`src/rtl/core4_oci_pkg.sv`:
```
// Shared constants and capture-sequencer states for the Core4 OCI trace path.
package core4_oci_pkg;

    localparam int NUM_CORES  = 4;
    localparam int BUF_W      = 30;
    localparam int CNT_W      = 4;
    localparam int ID_W       = $clog2(NUM_CORES);
    localparam int FIFO_DEPTH = 16;

    typedef enum logic [1:0] {
        IDLE  = 2'd0,
        RUN   = 2'd1,
        DRAIN = 2'd2,
        DONE  = 2'd3
    } oci_state_e;

endpackage

```
`src/rtl/core4_oci_trace_fifo.sv`:
```
// Show-ahead FIFO with occupancy output; head is visible while level is non-zero.
// Latency: a push in cycle N is at the head in N+1 when the FIFO was empty.
// Backpressure: pushes when full and pops when empty are ignored; the caller gates on level.
module core4_oci_trace_fifo #(
    parameter  int WIDTH = 36,
    parameter  int DEPTH = 16,
    localparam int AW    = $clog2(DEPTH),
    localparam int LW    = AW + 1
) (
    input  logic             clk,
    input  logic             reset,
    input  logic             push,
    input  logic [WIDTH-1:0] push_data,
    input  logic             pop,
    output logic             out_valid,
    output logic [WIDTH-1:0] out_data,
    output logic [LW-1:0]    level
);

    logic [WIDTH-1:0] mem [DEPTH];
    logic [AW-1:0]    wr_ptr;
    logic [AW-1:0]    rd_ptr;
    logic             push_en;
    logic             pop_en;

    assign push_en   = push && (level != LW'(DEPTH));
    assign pop_en    = pop && (level != '0);
    assign out_valid = (level != '0);
    // Empty FIFO presents zero rather than a stale entry.
    assign out_data  = out_valid ? mem[rd_ptr] : '0;

    always_ff @(posedge clk or posedge reset) begin
        if (reset) begin
            wr_ptr <= '0;
            rd_ptr <= '0;
            level  <= '0;
        end else begin
            if (push_en) wr_ptr <= wr_ptr + AW'(1);
            if (pop_en)  rd_ptr <= rd_ptr + AW'(1);
            level <= level + LW'(push_en) - LW'(pop_en);
        end
    end

    always_ff @(posedge clk) begin
        if (push_en) mem[wr_ptr] <= push_data;
    end

endmodule

```
`src/rtl/core4_oci_trace_arbiter.sv`:
```
// Round-robin merge of per-core OCI trace frames into one tagged trace FIFO, with capture sequencing.
// Latency: frame granted in cycle N is at the FIFO head in N+1 when empty; one grant per cycle.
// Backpressure: no grant while the FIFO is full (a same-cycle pop does not help); stalls are logged.
module core4_oci_trace_arbiter #(
    parameter  int NUM_CORES  = core4_oci_pkg::NUM_CORES,
    parameter  int BUF_W      = core4_oci_pkg::BUF_W,
    parameter  int CNT_W      = core4_oci_pkg::CNT_W,
    parameter  int FIFO_DEPTH = core4_oci_pkg::FIFO_DEPTH,
    localparam int ID_W       = $clog2(NUM_CORES),
    localparam int DAT_W      = ID_W + CNT_W + BUF_W,
    localparam int LVL_W      = $clog2(FIFO_DEPTH) + 1
) (
    input  logic                       clk,
    input  logic                       reset,
    input  logic                       enable,
    input  logic                       test_ending,
    input  logic [NUM_CORES-1:0]       req_valid,
    input  logic [NUM_CORES*BUF_W-1:0] req_buffer,
    input  logic [NUM_CORES*CNT_W-1:0] req_count,
    output logic [NUM_CORES-1:0]       req_ready,
    output logic                       out_valid,
    output logic [DAT_W-1:0]           out_data,
    input  logic                       out_ready,
    output logic [LVL_W-1:0]           fifo_level,
    output logic [NUM_CORES-1:0]       stall_seen,
    input  logic                       clear_stall,
    output logic                       test_has_ended
);

    import core4_oci_pkg::*;

    oci_state_e      state;
    logic [ID_W-1:0] last_grant;
    logic [ID_W-1:0] grant_idx;
    logic            grant_found;
    logic            grant_en;
    logic            fifo_full;
    logic            push;
    logic [DAT_W-1:0] push_dat;

    assign fifo_full = (fifo_level == LVL_W'(FIFO_DEPTH));
    assign grant_en  = (state == RUN) && !fifo_full;
    assign push      = grant_en && grant_found;

    // Search starts one past the last winner so every core gets a turn.
    always_comb begin : arb_search
        int              cand;
        logic [ID_W-1:0] cand_id;
        grant_idx   = last_grant;
        grant_found = 1'b0;
        cand        = 0;
        cand_id     = '0;
        for (int k = 1; k <= NUM_CORES; k++) begin
            cand = int'(last_grant) + k;
            if (cand >= NUM_CORES) cand = cand - NUM_CORES;
            cand_id = ID_W'(cand);
            if (!grant_found && req_valid[cand_id]) begin
                grant_found = 1'b1;
                grant_idx   = cand_id;
            end
        end
    end

    always_comb begin
        req_ready = '0;
        if (push) req_ready[grant_idx] = 1'b1;
    end

    assign push_dat = {grant_idx,
                       req_count[grant_idx*CNT_W +: CNT_W],
                       req_buffer[grant_idx*BUF_W +: BUF_W]};

    core4_oci_trace_fifo #(
        .WIDTH (DAT_W),
        .DEPTH (FIFO_DEPTH)
    ) u_fifo (
        .clk       (clk),
        .reset     (reset),
        .push      (push),
        .push_data (push_dat),
        .pop       (out_ready),
        .out_valid (out_valid),
        .out_data  (out_data),
        .level     (fifo_level)
    );

    always_ff @(posedge clk or posedge reset) begin
        if (reset) begin
            state          <= IDLE;
            last_grant     <= ID_W'(NUM_CORES - 1);
            stall_seen     <= '0;
            test_has_ended <= 1'b0;
        end else begin
            if (push) last_grant <= grant_idx;

            if (clear_stall)
                stall_seen <= '0;
            else if (state == RUN && fifo_full)
                stall_seen <= stall_seen | req_valid;

            test_has_ended <= (state == DONE);

            case (state)
                IDLE:    if (enable) state <= RUN;
                RUN: begin
                    if (test_ending)  state <= DRAIN;
                    else if (!enable) state <= IDLE;
                end
                DRAIN:   if (fifo_level == '0) state <= DONE;
                DONE:    if (!enable) state <= IDLE;
                default: state <= IDLE;
            endcase
        end
    end

endmodule

```
`config.mk`:
```
export PLATFORM = sky130hd
export DESIGN_NAME = core4_oci_trace_arbiter
export DESIGN_NICKNAME = d
export VERILOG_FILES = /design/src/rtl/core4_oci_pkg.sv /design/src/rtl/core4_oci_trace_fifo.sv /design/src/rtl/core4_oci_trace_arbiter.sv
export SDC_FILE = /design/constraint.sdc
export NUM_CORES = 1
export LEC_CHECK = 0
export CAP_MARGIN = 10
export CORE_MARGIN = 10
export CORE_UTILIZATION = 58
export DETAILED_ROUTE_END_ITERATION = 8
export PLACE_DENSITY = 0.8
export SYNTH_ARGS = -nofsm -noshare
export SYNTH_HDL_FRONTEND = slang
export SYNTH_HIERARCHICAL = 1
export SYNTH_SLANG_ARGS = --single-unit
export TNS_END_PERCENT = 100
```
`constraint.sdc`:
```
create_clock -name clk -period 7.3 [get_ports clk]
set_clock_uncertainty 0.2 [all_clocks]
set_input_delay 1.46 -clock clk [delete_from_list [all_inputs] [get_ports clk]]
set_output_delay 1.46 -clock clk [all_outputs]
set_load 0.1 [all_outputs]
```
==> results of run 1 <==
==> per-layer routing <==
metal	GRT usage (%)	wire (µm)
met1	29.5	21300
met2	35.2	27300
met3	5.04	5940
met4	6.80	1440
met5	0	0
==> path summary, 6_finish.rpt <==
check | startpoint | endpoint | slack (ps)
worst min register to register | stall_seen[0]$_DFFE_PP0P_ | stall_seen[0]$_DFFE_PP0P_ | 320
worst min-delay path | stall_seen[0]$_DFFE_PP0P_ | stall_seen[0]$_DFFE_PP0P_ | 320
min in group asynchronous | reset | test_has_ended$_DFF_PP0_ | 970
worst max register to register | last_grant[0]$_DFFE_PP1P_ | u_fifo/mem[8][6]$_DFFE_PP_ | 3320
max in group asynchronous | reset | u_fifo/rd_ptr[1]$_DFFE_PP0P_ | 5400
worst max-delay path | u_fifo/level[2]$_DFF_PP0_ | out_data[35] | 1340
==> power by group through the flow <==
stage	sequential (mW)	combinational, mW	clock [mW]
finish	4.84	5.83	2.82
global route	4.87	6.12	2.98
CTS	4.85	5.79	2.85
detailed placement	4.91	5.75	0
global placement	4.89	5.64	0
floorplan	4.85	4.37	0
==> registers in the layout (all words and copies together), names as in the netlist <==
register	cells
state	2
test_has_ended	1
u_fifo/wr_ptr	4
stall_seen	4
u_fifo/rd_ptr	4
u_fifo/level	5
last_grant	2
u_fifo/mem	576
==> cells by family after synthesis <==
kind of cell,share of synthesized area [%]
AO/OA/AOI/OAI,4.18
XOR/XNOR,0.360
adder cells (fa/ha/maj),0.648
buffers and inverters,2.24
flip-flops,73.3
multiplexers,16.9
AND/OR/NAND/NOR,2.37
==> cell type report <==
| type | count | area, µm² | share of cell area (%) |
|---|---|---|---|
| clock buffers | 78 | 1590 | 5.52 |
| clock inverters | 24 | 205 | 0.712 |
| inverters | 21 | 78.8 | 0.273 |
| multi-input cells | 567 | 6060 | 21.0 |
| flip-flops and latches | 598 | 17900 | 61.9 |
| well taps | 532 | 666 | 2.31 |
| repair buffers | 247 | 2380 | 8.24 |
==> Yosys cell counts (2+ instances only) <==
library cell  instances
nor3b_1               3
a21oi_1              10
and2_1               12
buf_2                31
xor2_1                3
ha_1                 11
dfrtp_1              20
nor4_1                6
nand2_1               9
inv_1                20
dfstp_2               2
nor3_1                2
mux4_2               72
nor2b_1               2
o21ai_0               4
mux2_2                2
nor2_1               13
o21ai_1               2
clkbuf_1             26
buf_6                 5
buf_1                 4
a221o_1              36
nand2b_1              4
buf_12                6
and3_1               38
nand4_1               2
mux2i_1             246
edfxtp_1            576
a22oi_1              72
xnor2_1               7
==> tightest hold or removal path: cells and delay by family (launching register included) <==
family / cells / cell delay, ps
simple gates: 1 / 90
flops: 1 / 350
compound gates: 1 / 50
==> impl_metrics.ini, run 1 <==
[layout]
nets = 1651
instances_no_fill = 2067
final_common_cell = edfxtp_1
most-common-layout-cells = edfxtp_1 (576), mux2i_1 (246), clkdlybuf4s50_1 (194)
final_cell_area_mm2 = 0.0288
final_layout_size_suffix_gt1_share_pct = 15.3
num_antenna_cells = 0
fin_util_pct = 70.0
synthToLayoutAreaGrowth_pct = 18.5
fillCellCount = 2431

[worst_setup_path]
cp_slowest_cell = clkdlybuf4s50_1
end_kind = primary output
cp_num_cells = 8
cpPeakStageDelay_ps = 1250
path_class = reg2out
startpoint_type = flip-flop
cp_top_family = buffers and inverters
reg2reg_depth = 7
crit_chain = inv_1 > ha_1 > or4b_4 > nand2_1 > nor2_4 > buf_4 > a221o_1 > clkdlybuf4s50_1
path_buf_inv = 3
cp.required_ps = 5640
crit_arrival_ps = 4300
cp_max_fo = 24

[routing]
drc = 0
drtPass1Iterations = 5
drtAntennaViolNets = 0
drtIter0Drc = 1311
drt-vias-per-instance = 6.36
routedWlPerCell_um = 27.1
drt_wl_total_um = 56000
vias = 13200

[cts]
clk_path_buf_depth = 3
cts_root_buf = clkbuf_16
insertion_delay_ps = 580
h-tree-depth = 2
cts_resized = 0
hold_buffers = 0
cts_setup_buffers = 0
numClockSinks = 598
cts_tree = built
path_clk_slew_ps = 60
numCtsBuffers = 58

[timing]
hold_slack_ps = 325
maxSlewViolCount = 0
fmax_ghz = 0.168
hold_violations = 0
fin_ws_ps = 1340
setup_viol = 0
rsz0062_at_grt = false
setup_tns_ps = 0
relSlewSlack_pct = 22.3
tightestPinTransition_ps = 1160
period_share_pct = 81.7
min_period_ps = 5960

[logic_synthesis]
yosysWarnings = 6
syn_inst = 1260
seq_area_frac_synth_pct = 73.3
yosys-top-cells-area = edfxtp_1 (71%), mux2i_1 (10%), mux4_2 (6.7%), a22oi_1 (2.2%), dfrtp_1 (2.1%)
syn_avg_cell_area_um2 = 19.3
synth_seq_cells = 598
synth_top_area_cell = edfxtp_1
synth_top_area_share_pct = 71.1
synth_cell_types = 44
synth_top_flop_cell = edfxtp_1
mappedNetlistArea_mm2 = 0.0243
async_flop_share_pct = 3.68
synth_edf_count = 576
syn_nets = 1418

[run_status]
status = complete, no violations

[place]
dpl_cell_area_mm2 = 0.0269
place_inst = 1952
io_buffers = 196
place.gp.congestion = 0.786
dp_slack_ps = 1770
dpl.hpwl_um = 31800

[pwr]
p_int_mw = 8.08
swShare_pct = 40.1
comb_power_share_pct = 43.2
power.leakage_nw = 10.1
p_sw_mw = 5.40
p_per_area_mw_per_mm2 = 468
clock_power_share_pct = 20.9
vdd_ir_drop_max_mv = 0.611
p_seq_share_pct = 35.9
p_total_mw = 13.5

[worst_hold_path]
hold_path_class = reg2reg
hold_depth = 2

[floorplanning]
coreArea_mm2 = 0.0412
rows = 74
die_x_um = 225
dieArea_mm2 = 0.0506
start_util_pct = 59.1
ios = 197
dieHeight_um = 225

[global_routing]
grt_remaining_overflow = 0
grt_pass1_wl_um = 83200
grt_max_degree = 58
grt_use_total_pct = 21.9
grt_pass1_vias = 13500
antenna_found_initial = 0

[run]
cap_violations = 0
(Power assumes the default switching activity.)
==> run 2, diff against run 1 <==
clock period = 5.75 ns   (was 7.3 ns; I/O delays follow)
==> run 2 against run 1 <==
Global-route usage decreased by 0.24 points; critical path depth decreased by 1; clock-buffer cell count fell by 6; combinational power increased by 26%; non-clock buffer count fell by 4; highest routed layer unchanged.
==> impl_metrics.ini, run 2 (synthesized netlist as in run 1, its figures left out) <==
[floorplanning]
coreArea_mm2 = 0.0412
dieArea_mm2 = 0.0506
die_x_um = 225
ios = 197
start_util_pct = 59.1
dieHeight_um = 225
rows = 74

[layout]
synthToLayoutAreaGrowth_pct = 18.7
fin_util_pct = 70.1
final_layout_size_suffix_gt1_share_pct = 17.5
most-common-layout-cells = edfxtp_1 (576), mux2i_1 (246), clkdlybuf4s50_1 (156)
largest_reg_flops = 576
final_cell_area_mm2 = 0.0289
final_common_cell = edfxtp_1
largestRegisters = u_fifo/mem x576, u_fifo/level x5
regMostFlops = u_fifo/mem
num_antenna_cells = 0
nets = 1646

[worst_hold_path]
min_to = last_grant[0]$_DFFE_PP1P_
hold_depth = 2
hold_path_class = reg2reg
hold_path_startpoint = last_grant[0]$_DFFE_PP1P_

[cts]
insertion_delay_ps = 600
numCtsBuffers = 57
cts_resized = 0
hold_buffers = 0
clk_path_buf_depth = 3
numClockSinks = 598
cts_root_buf = clkbuf_16
h-tree-depth = 2
cts_setup_buffers = 0
path_clk_slew_ps = 60
cts_tree = built

[worst_setup_path]
cp_max_fo = 36
end_kind = primary output
path_class = reg2out
crit_chain = inv_1 > ha_1 > or4b_4 > nor2b_4 > and3_1 > a221o_1 > buf_4
reg2reg_depth = 6
startpoint_type = flip-flop
cpPeakStageDelay_ps = 900
r2r_end = u_fifo/mem[2][27]$_DFFE_PP_
cp.required_ps = 4400
crit_arrival_ps = 3370
timing.rr.start = last_grant[0]$_DFFE_PP1P_
reg2reg_slack_ps = 2280
cp_slowest_cell = nor2b_4

[routing]
drtIter0Drc = 1319
drc = 0
drt-vias-per-instance = 6.32
vias = 13000
drt_wl_total_um = 55100
routedWlPerCell_um = 26.7
drtAntennaViolNets = 0
drtPass1Iterations = 6

[run_status]
status = complete, no violations

[timing]
period_share_pct = 82.1
hold_violations = 0
relSlewSlack_pct = 15.1
tightestPinTransition_ps = 1240
setup_viol = 0
fin_ws_ps = 1030
min_period_ps = 4720
maxSlewViolCount = 0
rsz0062_at_grt = false
fmax_ghz = 0.212

[pwr]
power.leakage_nw = 10.1
vdd_ir_drop_max_mv = 0.658
p_per_area_mw_per_mm2 = 594

[place]
dpl.hpwl_um = 30700
dp_slack_ps = 1060
io_buffers = 196
place.gp.congestion = 0.754
dpl_cell_area_mm2 = 0.0270

[global_routing]
grt_pass1_wl_um = 82700
grt_pass1_vias = 13500
grt_max_degree = 57
grt_use_total_pct = 21.7
antenna_found_initial = 0
grt_remaining_overflow = 0

[run]
cap_violations = 0
-- run 2: cell types whose count changed in the layout (fill, tap and decap cells not counted), sizes merged --
cell | before | now
bufinv | 3 | 8
clkdlybuf4s50 | 194 | 156
clkinvlp | 3 | 1
buf | 53 | 87
clkinv | 16 | 19
clkbuf | 78 | 72
-- run 2: worst max-delay path: cells and delay by family (launching register included) --
family,cells,cell delay [ps]
AOI/OAI and AO/OA,1,240
adders and majority gates,1,210
buffers and inverters,2,430
DFF,1,410
and+or+nand+nor,3,1440
-- run 2: power by group --
| part | switching (mW) | total (mW) | internal [mW] |
|---|---|---|---|
| Clock | 1.52 | 3.71 | 2.18 |
| Combinational | 5.09 | 7.35 | 2.26 |
| Sequential | 0.259 | 6.09 | 5.83 |
| Total | 6.88 | 17.1 | 10.3 |
-- run 2: worst max-delay path by stage --
stage                                          from                          to  slack, ps
after floorplan           u_fifo/level[1]$_DFF_PP0_  u_fifo/mem[1][0]$_DFFE_PP_       -390
after global placement                 req_valid[2]                req_ready[2]       1140
after detailed placement               req_valid[3]                req_ready[2]       1060
after CTS                 u_fifo/level[3]$_DFF_PP0_                out_data[35]       1020
after global routing      u_fifo/level[3]$_DFF_PP0_                out_data[35]        900
final                     u_fifo/level[3]$_DFF_PP0_                out_data[35]       1030
-- run 2: cell type report --
cell class | count | area [µm²]
Tap cell | 532 | 666
Sequential cell | 598 | 17900
Clock inverter | 30 | 374
Clock buffer | 72 | 1480
Inverter | 21 | 78.8
Timing Repair Buffer | 243 | 2360
Fill cell | 2441 | 12300
Multi-Input combinational cell | 567 | 6060
-- run 2: metrics by stage --
stage                     cells  hold slack, ps  power (mW)  TNS [ps]
after floorplan            1260             264        11.7    -56620
after global placement     1951             285        13.3         0
after detailed placement   1951             296        13.5         0
after CTS                  2053             306        17.2         0
after global routing       2063             332        17.8         0
final                      2063             304        17.1         0
-- run 2: per-layer routing --
metal | vias up | share of wire [%] | track usage (%)
li1 | 5619 | - | -
met1 | 6646 | 39 | 28.6
met2 | 677 | 50 | 35.6
met3 | 93 | 9.3 | 4.55
met4 | 0 | 2.4 | 7.02
met5 | - | 0 | 0
==> run 3, diff against run 2 <==
clock period = 4.7 ns   (was 5.75 ns; I/O delays follow)
==> run 3 against run 2 <==
First-iteration DRC count up 8.9%; clock power up 25%; sequential share of layout area down 1.3 points; power up 31%; core utilization up 1.6 points; die area unchanged; via count up 1.4%.
==> impl_metrics.ini, run 3 (synthesized netlist as in run 1, its figures left out) <==
[floorplanning]
dieArea_mm2 = 0.0506
start_util_pct = 59.1
die_x_um = 225
coreArea_mm2 = 0.0412
rows = 74
dieHeight_um = 225
ios = 197

[cts]
numCtsBuffers = 57
cts_resized = 0
clk_path_buf_depth = 3
cts_tree = built
cts_root_buf = clkbuf_16
h-tree-depth = 2
numClockSinks = 598
hold_buffers = 0
cts_setup_buffers = 0
path_clk_slew_ps = 60
insertion_delay_ps = 610

[worst_setup_path]
cp.required_ps = 3560
startpoint_type = flip-flop
crit_chain = buf_4 > mux4_2 > a221o_1 > buf_12
cp_max_fo = 47
path_class = reg2out
reg2reg_slack_ps = 1380
cpPeakStageDelay_ps = 790
timing.rr.start = u_fifo/level[1]$_DFF_PP0_
cp_slowest_cell = dfrtp_4
crit_arrival_ps = 3290
r2r_end = u_fifo/level[4]$_DFF_PP0_
end_kind = primary output
reg2reg_depth = 15

[worst_hold_path]
hold_path_class = reg2reg
hold_depth = 2
hold_path_startpoint = last_grant[0]$_DFFE_PP1P_
min_to = last_grant[0]$_DFFE_PP1P_

[global_routing]
grt_pass1_vias = 13500
grt_pass1_wl_um = 86100
grt_max_degree = 69
grt_remaining_overflow = 0
grt_use_total_pct = 22.7
antenna_found_initial = 0

[layout]
num_antenna_cells = 0
largest_reg_flops = 576
fin_util_pct = 71.7
synthToLayoutAreaGrowth_pct = 21.3
regMostFlops = u_fifo/mem
most-common-layout-cells = edfxtp_1 (576), mux2i_1 (245), clkdlybuf4s50_1 (156)
largestRegisters = u_fifo/mem x576, u_fifo/level x5
final_common_cell = edfxtp_1
instances_no_fill = 2077
nets = 1663
final_layout_size_suffix_gt1_share_pct = 18.7
fillCellCount = 2345

[timing]
relSlewSlack_pct = 21.1
maxSlewViolCount = 0
rsz0062_at_grt = false
fmax_ghz = 0.226
hold_slack_ps = 303
hold_violations = 0
tightestPinTransition_ps = 1150
setup_viol = 0
min_period_ps = 4430
period_share_pct = 94.2

[run_status]
status = complete, no violations

[pwr]
vdd_ir_drop_max_mv = 0.744
power.leakage_nw = 10.4
p_per_area_mw_per_mm2 = 758

[routing]
vias = 13200
drt_wl_total_um = 57800
drt-vias-per-instance = 6.36
drc = 0
routedWlPerCell_um = 27.8
drtAntennaViolNets = 0
drtIter0Drc = 1436
drtPass1Iterations = 5

[run]
cap_violations = 0

[place]
place_inst = 1961
place.gp.congestion = 0.785
io_buffers = 196
dpl.hpwl_um = 33800
==> run 3: power breakdown <==
group / leakage, nW / switching, mW / internal, mW / total, mW
sequential: 5.45 / 0.306 / 7.12 / 7.43
clock: 0.914 / 1.90 / 2.73 / 4.63
combinational: 4.06 / 6.61 / 3.71 / 10.3
total: 10.4 / 8.82 / 13.6 / 22.4
==> run 3: final cells by class <==
class / instances / area [µm²] / share of cell area (%)
clock buffer: 71 / 1530 / 5.19
clock inverter: 28 / 347 / 1.17
inverter: 21 / 78.8 / 0.267
multi-input combinational: 567 / 6060 / 20.5
sequential: 598 / 17900 / 60.5
tap: 532 / 666 / 2.25
timing repair buffer: 260 / 2980 / 10.1
==> run 3: worst max-delay path: cells and delay by family (launching register included) <==
| family | cells | cell delay [ps] |
|---|---|---|
| muxes | 1 | 460 |
| DFF | 1 | 790 |
| AOI/OAI and AO/OA | 1 | 470 |
| buffers and inverters | 2 | 930 |
==> run 3: metrics by stage <==
| step | power (mW) | cell area [µm²] | setup WS (ps) | TNS [ps] |
|---|---|---|---|---|
| final | 22.4 | 29500 | 271 | 0 |
| after global routing | 23.1 | 29500 | 197 | 0 |
| after CTS | 22.3 | 29400 | 272 | 0 |
| after detailed placement | 17.7 | 27500 | 460 | 0 |
| after global placement | 17.5 | 27500 | 649 | 0 |
| after floorplan | 14.3 | 24300 | -1440 | -208210 |
==> run 3: worst max path at each step <==
stage	startpoint	to	slack, ps	cells after the start
after floorplan	u_fifo/level[1]$_DFF_PP0_	u_fifo/mem[1][0]$_DFFE_PP_	-1440	8
after global placement	req_valid[2]	req_ready[0]	650	7
after detailed placement	req_valid[2]	u_fifo/mem[15][30]$_DFFE_PP_	460	7
after CTS	u_fifo/rd_ptr[1]$_DFFE_PP0P_	out_data[29]	270	4
after global routing	u_fifo/rd_ptr[1]$_DFFE_PP0P_	out_data[29]	200	4
final	u_fifo/rd_ptr[1]$_DFFE_PP0P_	out_data[29]	270	4
==> run 3: per-layer routing <==
layer,GRT usage (%),vias to the layer above,wire (µm)
li1,-,5645,-
met1,30.0,6719,21900
met2,37.8,753,28800
met3,4.58,99,5730
met4,6.36,0,1300
met5,0,-,0
